==> src/rtl/sdram_arbiter_pkg.sv <==
// Shared definitions for the SDRAM command-port arbiter: FSM state
// encodings and default timeout sizing.
package sdram_arbiter_pkg;

    typedef enum logic [2:0] {
        IDLE      = 3'd0,
        ISSUE     = 3'd1,
        WAIT_FALL = 3'd2,
        DONE      = 3'd3,
        GAP       = 3'd4
    } state_t;

    localparam int TIMEOUT_CYC_DEF = 1023;
    localparam int TO_W_DEF        = 12;

endpackage

==> src/rtl/sdram_arbiter_rr.sv <==
// Winner select for the two-master SDRAM arbiter. Purely combinational:
// fixed priority (M0 wins whenever it asks) or round-robin on ties, where
// the master that did not go last wins.
module sdram_arb_rr #(
    parameter int FIXED_PRIO = 0
) (
    input  logic m0_req,
    input  logic m1_req,
    input  logic last,
    output logic winner
);

    // Pick the next owner from the requests seen this cycle (0 = M0, 1 = M1).
    always_comb begin
        winner = 1'b0;
        if (FIXED_PRIO != 0) begin
            winner = m1_req && !m0_req;
        end else if (m0_req && m1_req) begin
            winner = !last;
        end else begin
            winner = m1_req;
        end
    end

endmodule

==> src/rtl/sdram_arbiter.sv <==
// Arbiter sharing the single SDRAM controller command port between M0
// (CPU) and M1 (display/DMA). One transaction at a time: grant in IDLE,
// hold the controller request until its level ack is seen, wait for the
// ack to fall, pulse done to the owner, then one GAP cycle so the master
// can drop its request before the next arbitration.
//
// Handshake: a master raises mN_req and holds it until its one-cycle
// mN_done; the controller request (sd_wr_req / sd_rd_req) stays high until
// the matching level ack is sampled high, and the transaction completes
// once that ack is sampled low again. A watchdog aborts a transaction that
// has not completed after TIMEOUT_CYC cycles in ISSUE/WAIT_FALL.
module sdram_arbiter
    import sdram_arbiter_pkg::*;
#(
    parameter int FIXED_PRIO  = 0,
    parameter int TIMEOUT_CYC = TIMEOUT_CYC_DEF,
    parameter int TO_W        = TO_W_DEF
) (
    input  logic   clk_100m,
    input  logic   rst_n,
    input  logic   init_done,
    input  logic   m0_req,
    input  logic   m0_rw_n,
    output logic   m0_done,
    input  logic   m1_req,
    input  logic   m1_rw_n,
    output logic   m1_done,
    output logic   sd_wr_req,
    output logic   sd_rd_req,
    input  logic   sd_wr_ack,
    input  logic   sd_rd_ack,
    output logic   owner,
    output logic   busy,
    output logic   timeout_err,
    output state_t state_dbg
);

    // Counter value on the last cycle before the abort fires, so the
    // controller request is high for exactly TIMEOUT_CYC cycles.
    localparam logic [TO_W-1:0] TO_LAST = TO_W'(TIMEOUT_CYC - 1);

    state_t          state_q;
    state_t          state_d;
    logic            owner_q;
    logic            last_q;
    logic            rw_lat_q;
    logic            abort_q;
    logic [TO_W-1:0] cnt_q;
    logic            winner;
    logic            sel_ack;
    logic            grant;
    logic            abort;
    logic            timing;

    sdram_arb_rr #(
        .FIXED_PRIO (FIXED_PRIO)
    ) u_rr (
        .m0_req (m0_req),
        .m1_req (m1_req),
        .last   (last_q),
        .winner (winner)
    );

    // Only the ack matching the latched direction matters.
    assign sel_ack = rw_lat_q ? sd_wr_ack : sd_rd_ack;
    assign timing  = (state_q == ISSUE) || (state_q == WAIT_FALL);

    // Next-state logic: grant, ack tracking and timeout abort.
    always_comb begin
        state_d = state_q;
        grant   = 1'b0;
        abort   = 1'b0;
        case (state_q)
            IDLE: begin
                if (init_done && (m0_req || m1_req)) begin
                    grant   = 1'b1;
                    state_d = ISSUE;
                end
            end
            ISSUE: begin
                if (cnt_q == TO_LAST) begin
                    abort   = 1'b1;
                    state_d = GAP;
                end else if (sel_ack) begin
                    state_d = WAIT_FALL;
                end
            end
            WAIT_FALL: begin
                if (cnt_q == TO_LAST) begin
                    abort   = 1'b1;
                    state_d = GAP;
                end else if (!sel_ack) begin
                    state_d = DONE;
                end
            end
            DONE:    state_d = GAP;
            GAP:     state_d = IDLE;
            default: state_d = IDLE;
        endcase
    end

    // State register.
    always_ff @(posedge clk_100m or negedge rst_n) begin
        if (!rst_n) begin
            state_q <= IDLE;
        end else begin
            state_q <= state_d;
        end
    end

    // Grant bookkeeping: owner, direction, fairness history, watchdog.
    always_ff @(posedge clk_100m or negedge rst_n) begin
        if (!rst_n) begin
            owner_q  <= 1'b0;
            last_q   <= 1'b1;
            rw_lat_q <= 1'b0;
            abort_q  <= 1'b0;
            cnt_q    <= '0;
        end else begin
            abort_q <= abort;
            if (grant) begin
                owner_q  <= winner;
                rw_lat_q <= winner ? m1_rw_n : m0_rw_n;
                cnt_q    <= '0;
            end else if (timing) begin
                cnt_q <= cnt_q + 1'b1;
            end
            if ((state_q == DONE) || abort) begin
                last_q <= owner_q;
            end
        end
    end

    assign sd_wr_req   = (state_q == ISSUE) &&  rw_lat_q;
    assign sd_rd_req   = (state_q == ISSUE) && !rw_lat_q;
    assign m0_done     = ((state_q == DONE) || abort_q) && !owner_q;
    assign m1_done     = ((state_q == DONE) || abort_q) &&  owner_q;
    assign timeout_err = abort_q;
    assign owner       = owner_q;
    assign busy        = (state_q != IDLE);
    assign state_dbg   = state_q;

endmodule
==> config.mk <==
export PLATFORM = sky130hd
export DESIGN_NAME = sdram_arbiter
export DESIGN_NICKNAME = d
export VERILOG_FILES = /design/src/rtl/sdram_arbiter_pkg.sv /design/src/rtl/sdram_arbiter_rr.sv /design/src/rtl/sdram_arbiter.sv
export SDC_FILE = /design/constraint.sdc
export NUM_CORES = 1
export LEC_CHECK = 0
export ABC_CLOCK_PERIOD_IN_PS = 4260
export BUFFER_PORTS_ARGS = -buffer_cell sky130_fd_sc_hd__buf_2
export CORE_ASPECT_RATIO = 1.75
export CORE_MARGIN = 2
export CORE_UTILIZATION = 36
export DETAILED_ROUTE_END_ITERATION = 12
export SYNTH_ARGS = -nofsm -noshare
export SYNTH_HDL_FRONTEND = slang
export SYNTH_SLANG_ARGS = --single-unit
==> constraint.sdc <==
create_clock -name clk_100m -period 4.26 [get_ports clk_100m]
set_input_delay 0.852 -clock clk_100m [delete_from_list [all_inputs] [get_ports clk_100m]]
set_output_delay 0.852 -clock clk_100m [all_outputs]
set_load 0.005 [all_outputs]
[Yosys cells after proc, flatten, opt, wreduce, memory -nomap -nowiden]
Cells that the tools add are included.
Storage, ports and cells
  logic and storage cells: 47
  bits in latches: 0
  flip-flop bits (word level): 19
  memory bits (read-only): 0
  RAM bits: 0
  input bits: 9
  memories: 0
  output and inout bits: 10
Operators by class
  $mul: 0
  shift-type cells: 0
  bitwise gates (word level): 0
  magnitude comparators: 0
  add/subtract/negate cells: 1
  divide/modulo/power cells: 0
  mux-type cells: 15
  equal/unequal tests: 7
  reductions and logical operators: 18
Operators with widths (number)
  $mux 12: 2
  $mux 3: 5
  $add 12x1->12 const B: 1
  $eq 12x10->1 const B: 1
  $pmux 3 s4: 1
  $mux 1: 7
  $eq 3x2->1 const B: 2
  $logic_and 1x1->1: 6
  $ne 3x2->1 const B: 2
  $logic_or 1x1->1: 4
  $eq 3x1->1 const B: 1
  $logic_not 1->1: 3
  $logic_not 3->1: 1
  $reduce_and 3->1: 1
  $reduce_bool 3->1: 1
  $ne 2x2->1 const B: 1
  $reduce_bool 2->1: 1
  $reduce_or 2->1: 1

[Logic depth before layout (Yosys ltp)]
  depth in word-level cells: 5
  mapped depth: 6
  depth with buffers taken out: 6

[Cells and area by module]
A second synthesis with hierarchy kept.
Unflattened totals
  cells, all modules: 106
  area total of the unflattened synthesis: 1026.0 um2
Modules (own cells, without submodules)
  sdram_arbiter: instances 1, cells an instance 105, area each 1014.7 um2, seq. area each 476.7 um2
  sdram_arb_rr: instances 1, cells an instance 1, area each 11.3 um2, seq. area each 0.0 um2

[Worst setup path after synthesis]
Ideal clock, no wire load.
  path kind: register to register
  start point: register state_q[1] (netlist: state_dbg[1])
  end point: register cnt_q[11]
  period minus slack after synthesis: 1978 ps
  required time: 4182 ps
  path buffers: 2
  stages on the path, launching flop included: 7
  arrival: 1900 ps
  library setup time: 78 ps
  path slack: 2282 ps
  path through: dfrtp_1 -> buf_4 -> xnor2_2 -> or4_1 -> buf_2 -> or4_1 -> a21oi_1
Between the ends
  longest elaborated chain between the ends: 3
  elaborated cells between the ends (all ways): 7
  classes of those cells: 2 x eq/ne; 2 x mux; 3 x reduce/logical
Ends and longest elaborated chain
  start, declared: line sdram_arbiter.sv:42  | state_t state_q;
  start signal, assigned: line sdram_arbiter.sv:107  | state_q <= state_d;
  $logic_not 3->1 (tied with other cells): line sdram_arbiter.sv:73  | case (state_q)
  $mux 1 or $logic_or 1x1->1 (tied branches): line sdram_arbiter.sv:73, sdram_arbiter.sv:66
  $mux 12 or $reduce_bool 2->1 (tied branches)
  end signal, assigned: line sdram_arbiter.sv:126  | cnt_q <= cnt_q + 1'b1;
  end, declared: line sdram_arbiter.sv:48  | logic [TO_W-1:0] cnt_q;
Several ways; a longest one is shown, not always the timed one.
A chain may end at the register's enable or synchronous reset.

[Worst setup path in the final report]
  start point: register state_q[2] (netlist: state_dbg[2])
  end point: output port m1_done
Between the ends
  longest elaborated chain between the ends: 3
Ends and longest elaborated chain
  $eq 3x2->1: line sdram_arbiter.sv:137  | assign m1_done = ((state_q == DONE) || abort_q) && owner_q;
  $logic_or 1x1->1: line sdram_arbiter.sv:137
  $logic_and 1x1->1: line sdram_arbiter.sv:137
  end, declared: line sdram_arbiter.sv:27  | output logic m1_done,
Every way passes these cells.

==> results.md <==
- The flow ran to the end, and the final reports show no timing, DRC or antenna violations.
- STA puts the critical path data required time at 3.41 ns.
- The critical path in this run is classified as reg -> out.
- The final clock skew is 0.00725 ns.
- The area taken by flip-flops and latches is 477 um^2.
- The number of CTS-inserted buffers is 3.
- Summing the areas of all fa, ha and maj instances in the mapped netlist gives 2.38% of the synthesized area.
- The number of DRC markers after the initial detailed-route iteration is 14.
- After clock tree synthesis, the clock-pin slew on the worst setup and hold paths is 0.07 ns.
- The average cell area after synthesis is 9.57 um^2.
- The worst setup path is captured at a primary output.
- The number of nets in the synthesized netlist is 121.
- The remaining global-route overflow is 0.
- In this run the worst path has a maximum fanout of 19.
- For this run, the post-layout net count is 138.
- The count of endpoints failing hold in the final timing report came to 0.
- The simple-gate portion of the synthesized area is 21.8%.
- The global placer's final weighted congestion is 0.734.
- The die covers 0.00339 mm^2.
- Tracing the worst setup path back leads to its startpoint at state_dbg[2]$_DFFE_PN0P_.
- Yosys printed 0 warnings.
- The pin count of the biggest net entering global routing is 20.
- After floorplanning, the core was sized to cover 0.00286 mm^2.
- After detailed routing, the number of remaining DRC violations is 0.
- Setup repair after global routing left no endpoint under its margin.
- Synthesis produced between 100 and 150 cells.
- The number of antenna violations at the first check in global routing came to 0.
- Net switching is 38.4% of the power.
- Data arrives at the worst endpoint at 1.52 ns.
- Summing the areas of all compound-gate instances in the mapped netlist gives 16.4% of the synthesized area.
- Per report_power, the sequential group accounts for 44.8% of the total.
- The largest family of logic cells by synthesized area is simple AND/OR/NAND/NOR gates.
- The repair_antennas step left the layout with diodes totalling 0.
- Gates resized during post-CTS repair numbered 0.
- The path type of the worst min-delay path is in -> async.
- The post-synthesis register bit count is 19.
- Counting every sink on the clock net gives 19.
- The fraction of layout cells with a size suffix above 1 is 21.4%.
- The net load switching power is 0.000257 W.
- Across all hold checks on the routed design, the worst slack comes to 0.522 ns.
- The count of vias placed by the detailed router is approximately 900.
- The H-tree depth is 1.
- Across every metal layer, demand over resource in global routing totals 15.2%.
- The first-pass iteration count of the detailed router is 4.
- The number of placement rows is 26.
- Synthesis instantiated 34 different standard cells from the library.
- For the final routed database, the setup TNS stands at 0 ns.
- The highest ir drop seen on vdd is 0.000201 V.
- The reported leakage power is 0.519 nW.
- The finished cells cover 0.00120 mm^2.
- The internal power of the cells totals roughly 0.00041 W.
- The launching point of the worst reg2reg path is state_dbg[2]$_DFFE_PN0P_.
- The max-capacitance violation count is 0.
- The number of buffers inserted by post-CTS setup repair is 0.
- The CTS tree is yes.
- Dividing the detail-routed wire length by the instance count gives 15.1 um.
- The transition time of the tightest slew-check pin is 0.963 ns.
- The multi-input combinational cells in the finished layout cover a total of between 500 and 600 um^2.
- Pin placement for this block handled 19 I/O pins.
- CTS placed an instance of clkbuf_8 at the clock tree root.
- The via count of the first global-routing pass is 870.
- In this run, the clock network consumes 18.7% of the power.
- The post-detailed-placement half-perimeter wirelength is 1.71 mm.
- The upper clock frequency limit is between 0.4 and 0.5 GHz.
- For this configuration, the core starts out at a cell density of ~37%.
- The portion of synthesized area spent on multiplexers is 4.04%.
- The parity-gate share of the synthesized area counting xor and xnor cells is 5.71%.
- The filler cells instantiated in the layout total around 290.
- The shortest period the worst path allows is 2.38 ns.
- The number of buffers added on ports is 18.
- Clock latency on the worst-skew pair, taken at its later pin, is 0.26 ns.
- Setup violations remaining at the end of the flow were counted as 0.
- The clock passes through at most 2 buffers.
- The die is between 40 and 50 um wide.
- The number of max-slew violations in the final report is 0.
- The launching element type of the critical path is a flip-flop.
- The layout overhead on the synthesized area is 13.7%.
- After clock tree synthesis, the flow added hold-fix buffers numbering 0.
- The final critical path takes up 55.8% of the cycle.
- The die is approximately 76 um tall.
- The ratio of total power to cell area is approximately 560 mW/mm^2.
- The worst pin sits at a relative slew slack of 35.5%.
- The combinational group share of total power is 36.5%.
- The count of antenna-violating nets left after detailed routing is 0.
- The instance area after placement is 0.00115 mm^2.
- The via density per instance is 5.81.
- The netlist area before placement is 0.00105 mm^2.
- The routed wire length is 2.33 mm.
- The sequential fraction of the synthesis area is 45.3%.
- The first global-routing pass estimated 3.82 mm of wire.
==> area by class of cell <==
type                       count  area share [%]
multi-input combinational     80            44.2
sequential                    19            39.9
timing repair buffer          18            7.53
clock buffer                   3            3.45
tap                           28            2.93
inverter                       5            1.57
clock inverter                 1           0.418
==> power by group through the flow <==
stage	combinational, W	sequential (W)	clock [W]
after detailed placement	0.000244	0.000302	0
after global placement	0.000242	0.000299	0
final	0.000244	0.000299	0.000125
after floorplan	0.000205	0.000263	0
after global routing	0.000277	0.000308	0.000134
after CTS	0.000248	0.000298	0.000128
==> final timing paths <==
check,end,slack (ns),cells after the start
worst max-delay path,m1_done,1.88,4
worst min-delay path,cnt_q[7]$_DFFE_PN0P_,0.52,1
worst max register to register,owner$_DFFE_PN0P_,1.98,3
worst min register to register,cnt_q[11]$_DFFE_PN0P_,0.56,2
max in group asynchronous,last_q$_DFFE_PN1P_,3.40,1
min in group clk_100m,cnt_q[11]$_DFFE_PN0P_,0.56,2
==> layout by cell type, fill, tap and decap left out, drive strengths merged, types with 2 or more instances in the layout <==
master | Yosys | layout
mux2 | 2 | 2
a31oi | 2 | 2
mux2i | 2 | 2
nor3b | 4 | 4
o21ai | 5 | 5
ha | 2 | 2
or3 | 3 | 3
nand3 | 4 | 4
and4 | 2 | 2
nor2 | 10 | 10
or4 | 4 | 4
inv | 5 | 5
nor3 | 6 | 6
a311oi | 2 | 2
buf | 2 | 18
xnor2 | 6 | 6
dfrtp | 18 | 18
clkbuf | 4 | 3
a21oi | 8 | 8
nand2 | 4 | 4
o31ai | 4 | 4
==> stage by stage <==
step	std cells	setup WS, ns	power [W]	utilization (%)
floorplan	110	2.28	0.000468	-
global placement	150	1.90	0.000540	40.2
detailed placement	150	1.86	0.000546	40.2
CTS	154	1.88	0.000673	41.8
global route	154	1.74	0.000718	41.8
finish	154	1.88	0.000668	41.8
==> sequential cells by signal, indices dropped and copies added, names as in the netlist <==
signal and count:
cnt_q 12, rw_lat_q 1, owner 1, last_q 1
state_dbg 3, timeout_err 1
==> kinds of logic (layout without fill, tap and decap cells) <==
group	count (synthesis)	in the layout
and+or+nand+nor	41	41
DFF	19	19
buffers and inverters	11	27
muxes	4	4
adders and majority gates	2	2
AOI/OAI and AO/OA	27	27
xor gates and xnor gates	6	6
==> worst max-delay path, cell delays in order, from the launching register on <==
cell	delay, ns
dfrtp_1	0.68
inv_1	0.12
a31oi_1	0.27
nor2b_1	0.07
buf_2	0.13
==> synthesized netlist by cell type <==
cell | number | share of area (%)
dfstp_2 | 1 | 2.5
xnor2_2 | 1 | 1.5
ha_1 | 2 | 2.4
a311oi_1 | 2 | 1.7
a21o_1 | 1 | 0.71
o21ai_0 | 5 | 2.4
clkbuf_1 | 4 | 1.4
mux2_2 | 2 | 2.1
nor2b_1 | 1 | 0.59
buf_2 | 1 | 0.48
a211oi_1 | 1 | 0.71
nand2_1 | 4 | 1.4
nand3_1 | 4 | 1.9
buf_4 | 1 | 0.71
nor3b_1 | 4 | 2.9
a31oi_1 | 2 | 1.2
o31ai_1 | 4 | 2.9
a21boi_0 | 1 | 0.71
or3_1 | 3 | 1.8
or4_1 | 4 | 2.9
nor2_1 | 10 | 3.6
a41oi_1 | 1 | 0.83
inv_1 | 5 | 1.8
a21oi_1 | 8 | 3.8
xnor2_1 | 5 | 4.2
nand2b_1 | 1 | 0.59
nand4bb_1 | 1 | 1.1
dfrtp_1 | 18 | 43
nand4_1 | 1 | 0.59
a22oi_1 | 1 | 0.71
nor3_1 | 6 | 2.9
a31o_2 | 1 | 0.83
mux2i_1 | 2 | 1.9
and4_1 | 2 | 1.7
==> metal layers <==
layer | GRT usage [%] | part of all wire, %
met5 | 0 | 0
met4 | 6.86 | 1.8
met3 | 2.13 | 2.4
met2 | 29.3 | 56
met1 | 15.6 | 39
No activity file was read; power rests on OpenSTA's default activity.
